<file path="src/rtl/reaction_pkg.sv">
// Shared types and defaults for the reaction-time trial controller.
// The state encoding is also decoded by the top level to produce its outputs.
package reaction_pkg;

  localparam int DEF_TIME_W      = 14;
  localparam int DEF_TIMEOUT_CYC = 8191;
  localparam int DEF_TRIAL_W     = 8;

  typedef enum logic [2:0] {
    IDLE  = 3'd0,
    ARM   = 3'd1,
    WAIT  = 3'd2,
    GO    = 3'd3,
    DONE  = 3'd4,
    EARLY = 3'd5,
    TOUT  = 3'd6
  } state_t;

  // True for the three states that end a trial and hold a result flag.
  function automatic logic is_result(input state_t s);
    logic r;
    case (s)
      DONE, EARLY, TOUT: r = 1'b1;
      default:           r = 1'b0;
    endcase
    return r;
  endfunction

endpackage

</file>
<file path="src/rtl/rt_counter.sv">
// Reaction-time cycle counter: synchronous clear, count enable, and a flag
// raised on the last cycle before timeout. The count stops at that value.
module rt_counter
  import reaction_pkg::*;
#(
  parameter int TIME_W      = DEF_TIME_W,
  parameter int TIMEOUT_CYC = DEF_TIMEOUT_CYC
) (
  input  logic              clk,
  input  logic              rst,
  input  logic              clr,
  input  logic              en,
  output logic [TIME_W-1:0] cnt,
  output logic              term
);

  localparam logic [TIME_W-1:0] TERM_VAL = TIME_W'(TIMEOUT_CYC - 1);

  logic [TIME_W-1:0] cnt_r;

  // Cycle counter; holds at the terminal value rather than wrapping.
  always_ff @(posedge clk or negedge rst) begin
    if (!rst) begin
      cnt_r <= {TIME_W{1'b0}};
    end else if (clr) begin
      cnt_r <= {TIME_W{1'b0}};
    end else if (en && (cnt_r != TERM_VAL)) begin
      cnt_r <= cnt_r + TIME_W'(1);
    end else begin
      cnt_r <= cnt_r;
    end
  end

  assign cnt  = cnt_r;
  assign term = (cnt_r == TERM_VAL);

endmodule

</file>
<file path="src/rtl/reaction_test_ctrl.sv">
// Sequences one reaction-time trial around an external random wait and keeps
// the last reaction time, the best valid time and a saturating trial count.
module reaction_test_ctrl
  import reaction_pkg::*;
#(
  parameter int TIME_W      = DEF_TIME_W,
  parameter int TIMEOUT_CYC = DEF_TIMEOUT_CYC,
  parameter int TRIAL_W     = DEF_TRIAL_W
) (
  input  logic               clk,
  input  logic               rst,
  input  logic               start,
  input  logic               react,
  input  logic               clr_best,
  input  logic               rwait_done,
  output logic               start_wait,
  output logic               led_on,
  output logic               busy,
  output logic               result_valid,
  output logic               early,
  output logic               timeout,
  output logic [TIME_W-1:0]  rtime,
  output logic [TIME_W-1:0]  best_time,
  output logic [TRIAL_W-1:0] trials
);

  state_t             state_r;
  state_t             next_s;
  logic               done_entry_s;
  logic               result_entry_s;
  logic [TIME_W-1:0]  cnt_s;
  logic               term_s;
  logic [TIME_W-1:0]  rtime_r;
  logic [TIME_W-1:0]  best_r;
  logic [TRIAL_W-1:0] trials_r;

  // The counter is held at zero outside GO, so it reads 0 on the first GO cycle.
  rt_counter #(
    .TIME_W      (TIME_W),
    .TIMEOUT_CYC (TIMEOUT_CYC)
  ) u_cnt (
    .clk  (clk),
    .rst  (rst),
    .clr  (state_r != GO),
    .en   (state_r == GO),
    .cnt  (cnt_s),
    .term (term_s)
  );

  // State register.
  always_ff @(posedge clk or negedge rst) begin
    if (!rst) begin
      state_r <= IDLE;
    end else begin
      state_r <= next_s;
    end
  end

  // Next-state logic; react beats rwait_done in WAIT and beats timeout in GO.
  always_comb begin
    next_s = state_r;
    case (state_r)
      IDLE: begin
        if (start) next_s = ARM;
        else       next_s = IDLE;
      end
      ARM: begin
        next_s = WAIT;
      end
      WAIT: begin
        if (react)           next_s = EARLY;
        else if (rwait_done) next_s = GO;
        else                 next_s = WAIT;
      end
      GO: begin
        if (react)       next_s = DONE;
        else if (term_s) next_s = TOUT;
        else             next_s = GO;
      end
      DONE, EARLY, TOUT: begin
        if (start) next_s = ARM;
        else       next_s = state_r;
      end
      default: begin
        next_s = IDLE;
      end
    endcase
  end

  // Result-entry strobes for the statistics registers.
  always_comb begin
    done_entry_s   = (state_r == GO) && react;
    result_entry_s = is_result(next_s) && !is_result(state_r);
  end

  // Last valid reaction time; early presses and timeouts leave it untouched.
  always_ff @(posedge clk or negedge rst) begin
    if (!rst) begin
      rtime_r <= {TIME_W{1'b0}};
    end else if (done_entry_s) begin
      rtime_r <= cnt_s;
    end else begin
      rtime_r <= rtime_r;
    end
  end

  // Best time and trial count; a clear request overrides a same-cycle update.
  always_ff @(posedge clk or negedge rst) begin
    if (!rst) begin
      best_r   <= {TIME_W{1'b1}};
      trials_r <= {TRIAL_W{1'b0}};
    end else if (clr_best) begin
      best_r   <= {TIME_W{1'b1}};
      trials_r <= {TRIAL_W{1'b0}};
    end else begin
      if (done_entry_s && (cnt_s < best_r)) begin
        best_r <= cnt_s;
      end else begin
        best_r <= best_r;
      end
      if (result_entry_s && (trials_r != {TRIAL_W{1'b1}})) begin
        trials_r <= trials_r + TRIAL_W'(1);
      end else begin
        trials_r <= trials_r;
      end
    end
  end

  assign start_wait   = (state_r == ARM);
  assign led_on       = (state_r == GO);
  assign busy         = (state_r == ARM) || (state_r == WAIT) || (state_r == GO);
  assign result_valid = (state_r == DONE);
  assign early        = (state_r == EARLY);
  assign timeout      = (state_r == TOUT);
  assign rtime        = rtime_r;
  assign best_time    = best_r;
  assign trials       = trials_r;

endmodule

</file>
<file path="config.mk">
export PLATFORM = sky130hd
export DESIGN_NAME = reaction_test_ctrl
export DESIGN_NICKNAME = d
export VERILOG_FILES = /design/src/rtl/reaction_pkg.sv /design/src/rtl/rt_counter.sv /design/src/rtl/reaction_test_ctrl.sv
export SDC_FILE = /design/constraint.sdc
export NUM_CORES = 1
export LEC_CHECK = 0
export ABC_AREA = 0
export CAP_MARGIN = 20
export CORE_MARGIN = 2
export CORE_UTILIZATION = 52
export DETAILED_ROUTE_END_ITERATION = 16
export GPL_TIMING_DRIVEN = 1
export PLACE_DENSITY_LB_ADDON = 0.3
export SLEW_MARGIN = 20
export SYNTH_ARGS = -nofsm -noshare
export SYNTH_HDL_FRONTEND = slang
export SYNTH_HIERARCHICAL = 1
export SYNTH_SLANG_ARGS = --single-unit
</file>
<file path="constraint.sdc">
create_clock -name clk -period 2.95 [get_ports clk]
set_input_delay 0.59 -clock clk [delete_from_list [all_inputs] [get_ports clk]]
set_output_delay 0.59 -clock clk [all_outputs]
set_load 0.1 [all_outputs]
</file>
# --- After elaboration in Yosys (flattened, before gate mapping) ---
# Cells that the tools add are included.
classes:
  n_mux: 15
  n_eq_ne: 13
  n_lt_le_gt_ge: 1
  n_reduce_logical: 14
  addsub: 2
ops:
  columns: ["cell", "n"]
  rows:
  - ["14-bit two-way mux", 4]
  - ["3-bit == test (second input constant)", 6]
  - ["8-bit two-way mux", 2]
  - ["3-bit one-hot mux with 5 select lines", 1]
  - ["14-bit by 1-bit adder with 14-bit output (second input constant)", 1]
  - ["14-bit by 13-bit == test with 1-bit output (second input constant)", 1]
  - ["14-bit less-than comparator", 1]
  - ["14-bit by 13-bit != test with 1-bit output (second input constant)", 1]
  - ["3-bit two-way mux", 4]
  - ["8-bit by 1-bit adder with 8-bit output (second input constant)", 1]
  - ["8-bit != test (second input constant)", 1]
  - ["3-bit by 2-bit == test with 1-bit output (second input constant)", 2]
  - ["2-bit nonzero test", 3]
  - ["3-bit OR reduction", 2]
  - ["1-bit logical AND", 5]
  - ["1-bit two-way mux", 4]
  - ["3-bit by 1-bit == test with 1-bit output (second input constant)", 1]
  - ["3-bit zero test", 1]
  - ["3-bit by 2-bit != test with 1-bit output (second input constant)", 1]
  - ["1-bit logical OR", 2]
  - ["1-bit zero test", 1]
totals:
  in_bits: 6
  output_inout_bits: 42
  regBits: 53
  elab_cells: 50

# --- Longest topological paths before layout ---
# Gate-level depths: netlist of run 1.
logic_depth:
  depth_word: 11
  ltp_mapped: 10

# --- Modules after synthesis ---
# Netlist of run 1, hierarchy kept.
modules_own_cells:
  columns: ["mod", "instances", "cells_per_inst", "seq_area_each_um2", "area_per_inst_um2"]
  rows:
  - ["reaction_test_ctrl", 1, 190, 993.5, 2120.8]
  - ["rt_counter", 1, 82, 350.3, 855.8]

# --- Least setup slack after synthesis of run 1 ---
# Ideal clock, no wire load.
synth_timing:
  kind: "register -> output"
  from: "reg state_r[0]"
  to: "out result_valid"
  t_arrival_ps: 2756
  path_stages_with_launch: 3
  path_slack_ps: -396
  path_buffers: 1
  cell_sequence: "dfrtp_1 -> buf_4 -> nor3b_1"
synth_via:
  elab_chain_cells: 1
synth_lines:
  columns: ["element", "line", "text"]
  rows:
  - ["start: declaration", "reaction_test_ctrl.sv:27", "state_t state_r;"]
  - ["start signal: assignment", "reaction_test_ctrl.sv:55", "state_r <= next_s;"]
  - ["3-bit == test", "reaction_test_ctrl.sv:132", "assign result_valid = (state_r == DONE);"]
  - ["end: declaration", "reaction_test_ctrl.sv:19", "output logic result_valid,"]
# Every way passes these cells.

# --- Worst setup path in the final report of run 1 ---
layout_timing:
  from: "reg best_r[3] (netlist: best_time[3])"
  to: "reg best_r[1] (netlist: best_time[1])"
layout_via:
  elab_chain_cells: 3
layout_lines:
  columns: ["element", "line", "text"]
  rows:
  - ["start: declaration", "reaction_test_ctrl.sv:34", "logic [TIME_W-1:0] best_r;"]
  - ["start signal: assignment", "reaction_test_ctrl.sv:110", "best_r <= {TIME_W{1'b1}};"]
  - ["start signal: assignment", "reaction_test_ctrl.sv:113", "best_r <= {TIME_W{1'b1}};"]
  - ["start signal: assignment", "reaction_test_ctrl.sv:117", "best_r <= cnt_s;"]
  - ["14-bit less-than comparator", "reaction_test_ctrl.sv:116", "if (done_entry_s && (cnt_s < best_r)) begin"]
  - ["1-bit logical AND", "reaction_test_ctrl.sv:116", null]
  - ["2-bit nonzero test (no line)", null, null]
# Every way passes these cells.
# A chain may end at the register's enable or synchronous reset.

==> results.toml, run 1 <==
[run_status]
status = "finished, final reports clean"

[sta]
fin_crit_sh_pct = 85.6
tns_ps = 0
fin_skew_ps = 9.07
max_clock_freq_mhz = 396
fin_crit_ps = 2520
grt_setup_unrepaired = "false"
slew_viol_final = 0
worstMarginPinSlew_ps = 961
whs_ps = 440
setup_ws_ps = 425
slew_headroom_pct = 35.9
setup_violations = 0
hold_violations = 0

[logic_synthesis]
synth_area_mm2 = 0.00298
synthFlopType = "dfrtp_1"
avgSynthCellArea_um2 = 10.9
ys_seq_elements = 53
yosysSeqAreaShare_pct = 45.1
synth-async-reset-ratio_pct = 100
yosysWarnings = 6
synth_cell_types = 57
syn_nets = 294
syn-instance-count = 272
synth_edf_count = 0

[layout]
layout-drive-gt1-share_pct = 34.9
nets = 342
area_growth_pct = 17.3
stdcell_count = 393
antenna_cells = 0

[worst_setup_path]
required_ps = 3170
start_kind = "register"
reg2reg_slack_ps = 430
cp.arrival_ps = 2750
cp-end-kind = "register"
worstSetupPathType = "reg2reg"
crit_path_max_fanout = 15

[clocking]
numClockSinks = 53
clock_tree.root_cell = "clkbuf_8"
cts_buffer_depth = 2
h-tree-depth = 2
cts_tree = "built"
clock_latency_ps = 300
cts.reportedPaths.clkPinSlew_ps = 90
cts_setup_buffers = 0
cts_resized = 0
holdBufCountCts = 0
cts_made_buffers = 5

[grt]
grt_pass1_vias = 2101
gr-total-overflow = 0
grt.total_usage_pct = 20.0
antenna_found_initial = 0
grt_pass1_wl_um = 9940
grt_start_max_net_pins = 44

[placed_design]
gp_congestion = 0.806
port_buffers = 47
dp_slack_ps = 401
place_inst = 385
dp_hpwl_um = 4350

[min_path]
min_path_type = "in2async"

[detailed_routing]
drt_first_pass_iters = 4
wl_um = 5890
drc = 0
num_vias = 2274
drt-initial-drc-count = 196
post_drt_via_cell_ratio = 5.79
avgRoutedWirePerCell_um = 15.0
ant_nets = 0

[power_and_ir_drop]
power_uw = 2330
peakVddDrop_mv = 0.665
powerDensity_mw_per_mm2 = 667
leakagePower_uw = 0.00174

[floorplanning]
dieWidth_um = 79.7
core-area_mm2 = 0.00551
io_pins = 48
start_util_pct = 54.1
num_rows = 27
die_area_mm2 = 0.00635
die_height_um = 79.7

[flow_run]
cap_violations = 0
cell usage after synthesis (3+ instances only):
| library cell | instances | area share, % |
|---|---|---|
| dfrtp_1 | 39 | 33 |
| inv_1 | 20 | 2.5 |
| ha_1 | 16 | 6.7 |
| a31oi_1 | 15 | 3.2 |
| o21ai_0 | 15 | 2.5 |
| a21oi_1 | 14 | 2.4 |
| dfstp_2 | 14 | 12 |
| mux2_2 | 14 | 5.3 |
| nor2_1 | 14 | 1.8 |
| nand2_1 | 13 | 1.6 |
| o21ai_2 | 10 | 2.9 |
| nand3_1 | 6 | 1.0 |
| nand4_1 | 6 | 1.3 |
| or3_1 | 6 | 1.3 |
| o211ai_1 | 5 | 1.3 |
| xor2_1 | 4 | 1.2 |
| and4_1 | 3 | 0.88 |
| buf_4 | 3 | 0.76 |
| buf_6 | 3 | 1.1 |
| clkbuf_1 | 3 | 0.38 |
| o311ai_0 | 3 | 0.88 |
| o41ai_1 | 3 | 0.88 |
| or4_1 | 3 | 0.76 |
state kept, by name, summed over array words and instances (netlist names):
signal,count
state_r,3
rtime,14
u_cnt/cnt,14
trials,8
best_time,14
per-stage QoR:
step                util (%)  cell area, um2
global route            63.4            3490
global placement        61.6            3390
CTS                     63.4            3490
detailed placement      61.6            3390
floorplan                  -            2980
finish                  63.4            3490
layout by cell type (no fill, tap or decap), types with 10 or more instances in the layout:
master,n
nor2_1,14
mux2_2,14
ha_1,16
buf_4,47
nand2_1,13
dfstp_2,14
o21ai_0,15
a31oi_1,15
dfrtp_1,39
o21ai_2,10
a21oi_1,14
inv_1,20
per-layer routing:
metal | GRT usage (%) | share of wire [%] | vias to the layer above
li1 | - | - | 1111
met3 | 3.51 | 5.6 | 9
met1 | 29.9 | 48 | 1085
met4 | 6.38 | 1.2 | 0
met2 | 29.7 | 46 | 69
met5 | 0 | 0 | -
critical path, stage by stage (launching register included):
cell,delay [ps]
dfstp_2,550
inv_1,60
ha_1,310
a211oi_1,200
nand2_1,80
o21bai_1,720
and2_4,420
o21ai_0,110
report_power, final:
| group | switching [uW] | internal, uW | leakage, uW | total [uW] |
|---|---|---|---|---|
| logic | 767 | 246 | 0.00101 | 1010 |
| registers | 85.3 | 808 | 0.000688 | 893 |
| clock network | 230 | 191 | 0.0000512 | 421 |
| total | 1080 | 1240 | 0.00174 | 2330 |
cells by family (layout without fill, tap and decap cells):
family                   count (synthesis)  count (layout)  synth area share (%)
XOR/XNOR                                 5               5                  1.47
flip-flops                              53              53                  45.1
adder cells (fa/ha/maj)                 16              16                  6.73
AND/OR/NAND/NOR                         73              73                  17.0
multiplexers                            16              16                  6.01
buffers and inverters                   32              81                  5.72
AO/OA/AOI/OAI                           77              77                  17.9
area by class of cell:
type	count	area, um2
Clock inverter	2	13.8
Clock buffer	6	82.6
Multi-Input combinational cell	187	1470
Timing Repair Buffer	53	418
Tap cell	72	90.1
Sequential cell	53	1340
Inverter	20	75.1
Fill cell	455	2020
worst paths after layout:
path,to,startpoint,depth (start not counted)
max,best_time[1],best_time[3],7
min,state_r[1],rst,1
max reg2reg,best_time[1],best_time[3],7
min reg2reg,best_time[0],best_time[0],2
max in group asynchronous,best_time[13],rst,2
min in group clk,best_time[0],best_time[0],2
(Power assumes the default switching activity.)
==> run 2, diff against run 1 <==
--- a/config.mk
+++ b/config.mk
@@ -9,6 +9,7 @@
 export CAP_MARGIN = 20
 export CORE_MARGIN = 2
 export CORE_UTILIZATION = 52
+export CTS_CLUSTER_SIZE = 8
 export DETAILED_ROUTE_END_ITERATION = 16
 export GPL_TIMING_DRIVEN = 1
 export PLACE_DENSITY_LB_ADDON = 0.3
==> constraint.sdc (replaced) <==
create_clock -name clk -period 2.95 [get_ports clk]
set_input_delay 0.4425 -clock clk [delete_from_list [all_inputs] [get_ports clk]]
set_output_delay 0.4425 -clock clk [all_outputs]
set_load 0.1 [all_outputs]
==> results.toml, run 2 (synthesis gave the netlist of run 1 again) <==
[clocking]
cts_buffer_depth = 2
cts_made_buffers = 5
cts_resized = 0
cts_setup_buffers = 0
clock_latency_ps = 310
numClockSinks = 53
clock_tree.root_cell = "clkbuf_8"
holdBufCountCts = 0
cts_tree = "built"
h-tree-depth = 2
cts.reportedPaths.clkPinSlew_ps = 90

[power_and_ir_drop]
peakVddDrop_mv = 0.686
powerDensity_mw_per_mm2 = 683
leakagePower_uw = 0.00175

[detailed_routing]
drt-initial-drc-count = 155
ant_nets = 0
avgRoutedWirePerCell_um = 14.8
post_drt_via_cell_ratio = 5.72
drc = 0
drt_first_pass_iters = 5
wl_um = 5820
num_vias = 2249

[min_path]
min_path_type = "in2async"

[layout]
final_common_cell = "buf_4"
antenna_cells = 0
layout_common_cells = "buf_4, dfrtp_1, inv_1, ha_1"
layout-drive-gt1-share_pct = 34.6
fill_cells = 445
area_growth_pct = 17.7
nets = 342
stdcell_count = 393

[worst_setup_path]
start_kind = "register"
crit_path_max_fanout = 15
worstSetupPathType = "reg2reg"
cp.arrival_ps = 2790
r2r_end = "best_time[2]"
worst_r2r_path_depth = 7
reg2reg_slack_ps = 390
required_ps = 3180
cp-end-kind = "register"
r2r-start = "best_time[3]"

[grt]
grt_start_max_net_pins = 45
grt.total_usage_pct = 19.8
grt_pass1_vias = 2115
use_met1_pct = 29.0
busiest_layer = "met2"
grt_pass1_wl_um = 9860
grtUsageMet3_pct = 3.62
met2_usage_pct = 29.7
antenna_found_initial = 0
gr-total-overflow = 0

[placed_design]
place_inst = 385
gp_congestion = 0.848
port_buffers = 47
dp_hpwl_um = 4290

[sta]
worstMarginPinSlew_ps = 945
slew_headroom_pct = 36.9
slew_viol_final = 0
fin_crit_sh_pct = 86.9
tns_ps = 0
hold_violations = 0
max_clock_freq_mhz = 390
setup_violations = 0
fin_crit_ps = 2560
grt_setup_unrepaired = "false"
fin_skew_ps = 8.61

[floorplanning]
io_pins = 48
core-area_mm2 = 0.00551
num_rows = 27
start_util_pct = 54.1
dieWidth_um = 79.7
die_area_mm2 = 0.00635
die_height_um = 79.7

[flow_run]
cap_violations = 0

[run_status]
status = "finished, final reports clean"
## run 2: cell count changes in the layout (fill, tap and decap cells not counted), sizes merged
| cell | previous run | this run |
|---|---|---|
| bufinv | 0 | 1 |
| clkinv | 2 | 1 |
## run 2: worst max path at each step
stage | endpoint | depth (start not counted) | start
6_report | best_time[2] | 7 | best_time[3]
4_1_cts | best_time[1] | 7 | best_time[3]
2_1_floorplan | u_cnt/cnt[9] | 9 | state_r[2]
5_1_grt | best_time[2] | 7 | best_time[3]
3_5_place_dp | best_time[1] | 7 | best_time[3]
3_3_place_gp | trials[7] | 8 | u_cnt/cnt[1]
## run 2: layer usage
layer  vias up  wire length, um
li1       1116                -
met1      1079             2830
met2        48             2630
met3         6              277
met4         0               72
met5         -                0
## run 2: stage by stage
| stage | setup slack, ps | power [uW] | utilization, % | hold slack, ps | area (um2) |
|---|---|---|---|---|---|
| 2_1_floorplan | 277 | 1750 | - | 147 | 2980 |
| 3_3_place_gp | 508 | 1910 | 61.6 | 489 | 3390 |
| 3_5_place_dp | 408 | 1930 | 61.6 | 497 | 3390 |
| 4_1_cts | 396 | 2420 | 63.6 | 322 | 3500 |
| 5_1_grt | 201 | 2500 | 63.6 | 158 | 3500 |
| 6_report | 388 | 2390 | 63.6 | 118 | 3500 |
## run 2: area by class of cell
cell class	count	area [um2]	area share, %
Clock buffer	6	72.6	2.07
Clock inverter	2	35.0	1.00
Inverter	20	75.1	2.14
Multi-Input combinational cell	187	1470	41.9
Sequential cell	53	1340	38.3
Tap cell	72	90.1	2.57
Timing Repair Buffer	53	420	12.0
## run 2: worst max-delay path: stages (launching register included)
cell      delay [ps]
dfstp_2          540
inv_1             50
ha_1             300
a211oi_1         240
nand2_1           90
o21bai_1         740
and2_4           430
o21ai_0          110
## run 2: power by group
group	switching (uW)	total (uW)	internal, uW
sequential	83.4	891	808
clock	232	484	252
combinational	769	1020	248
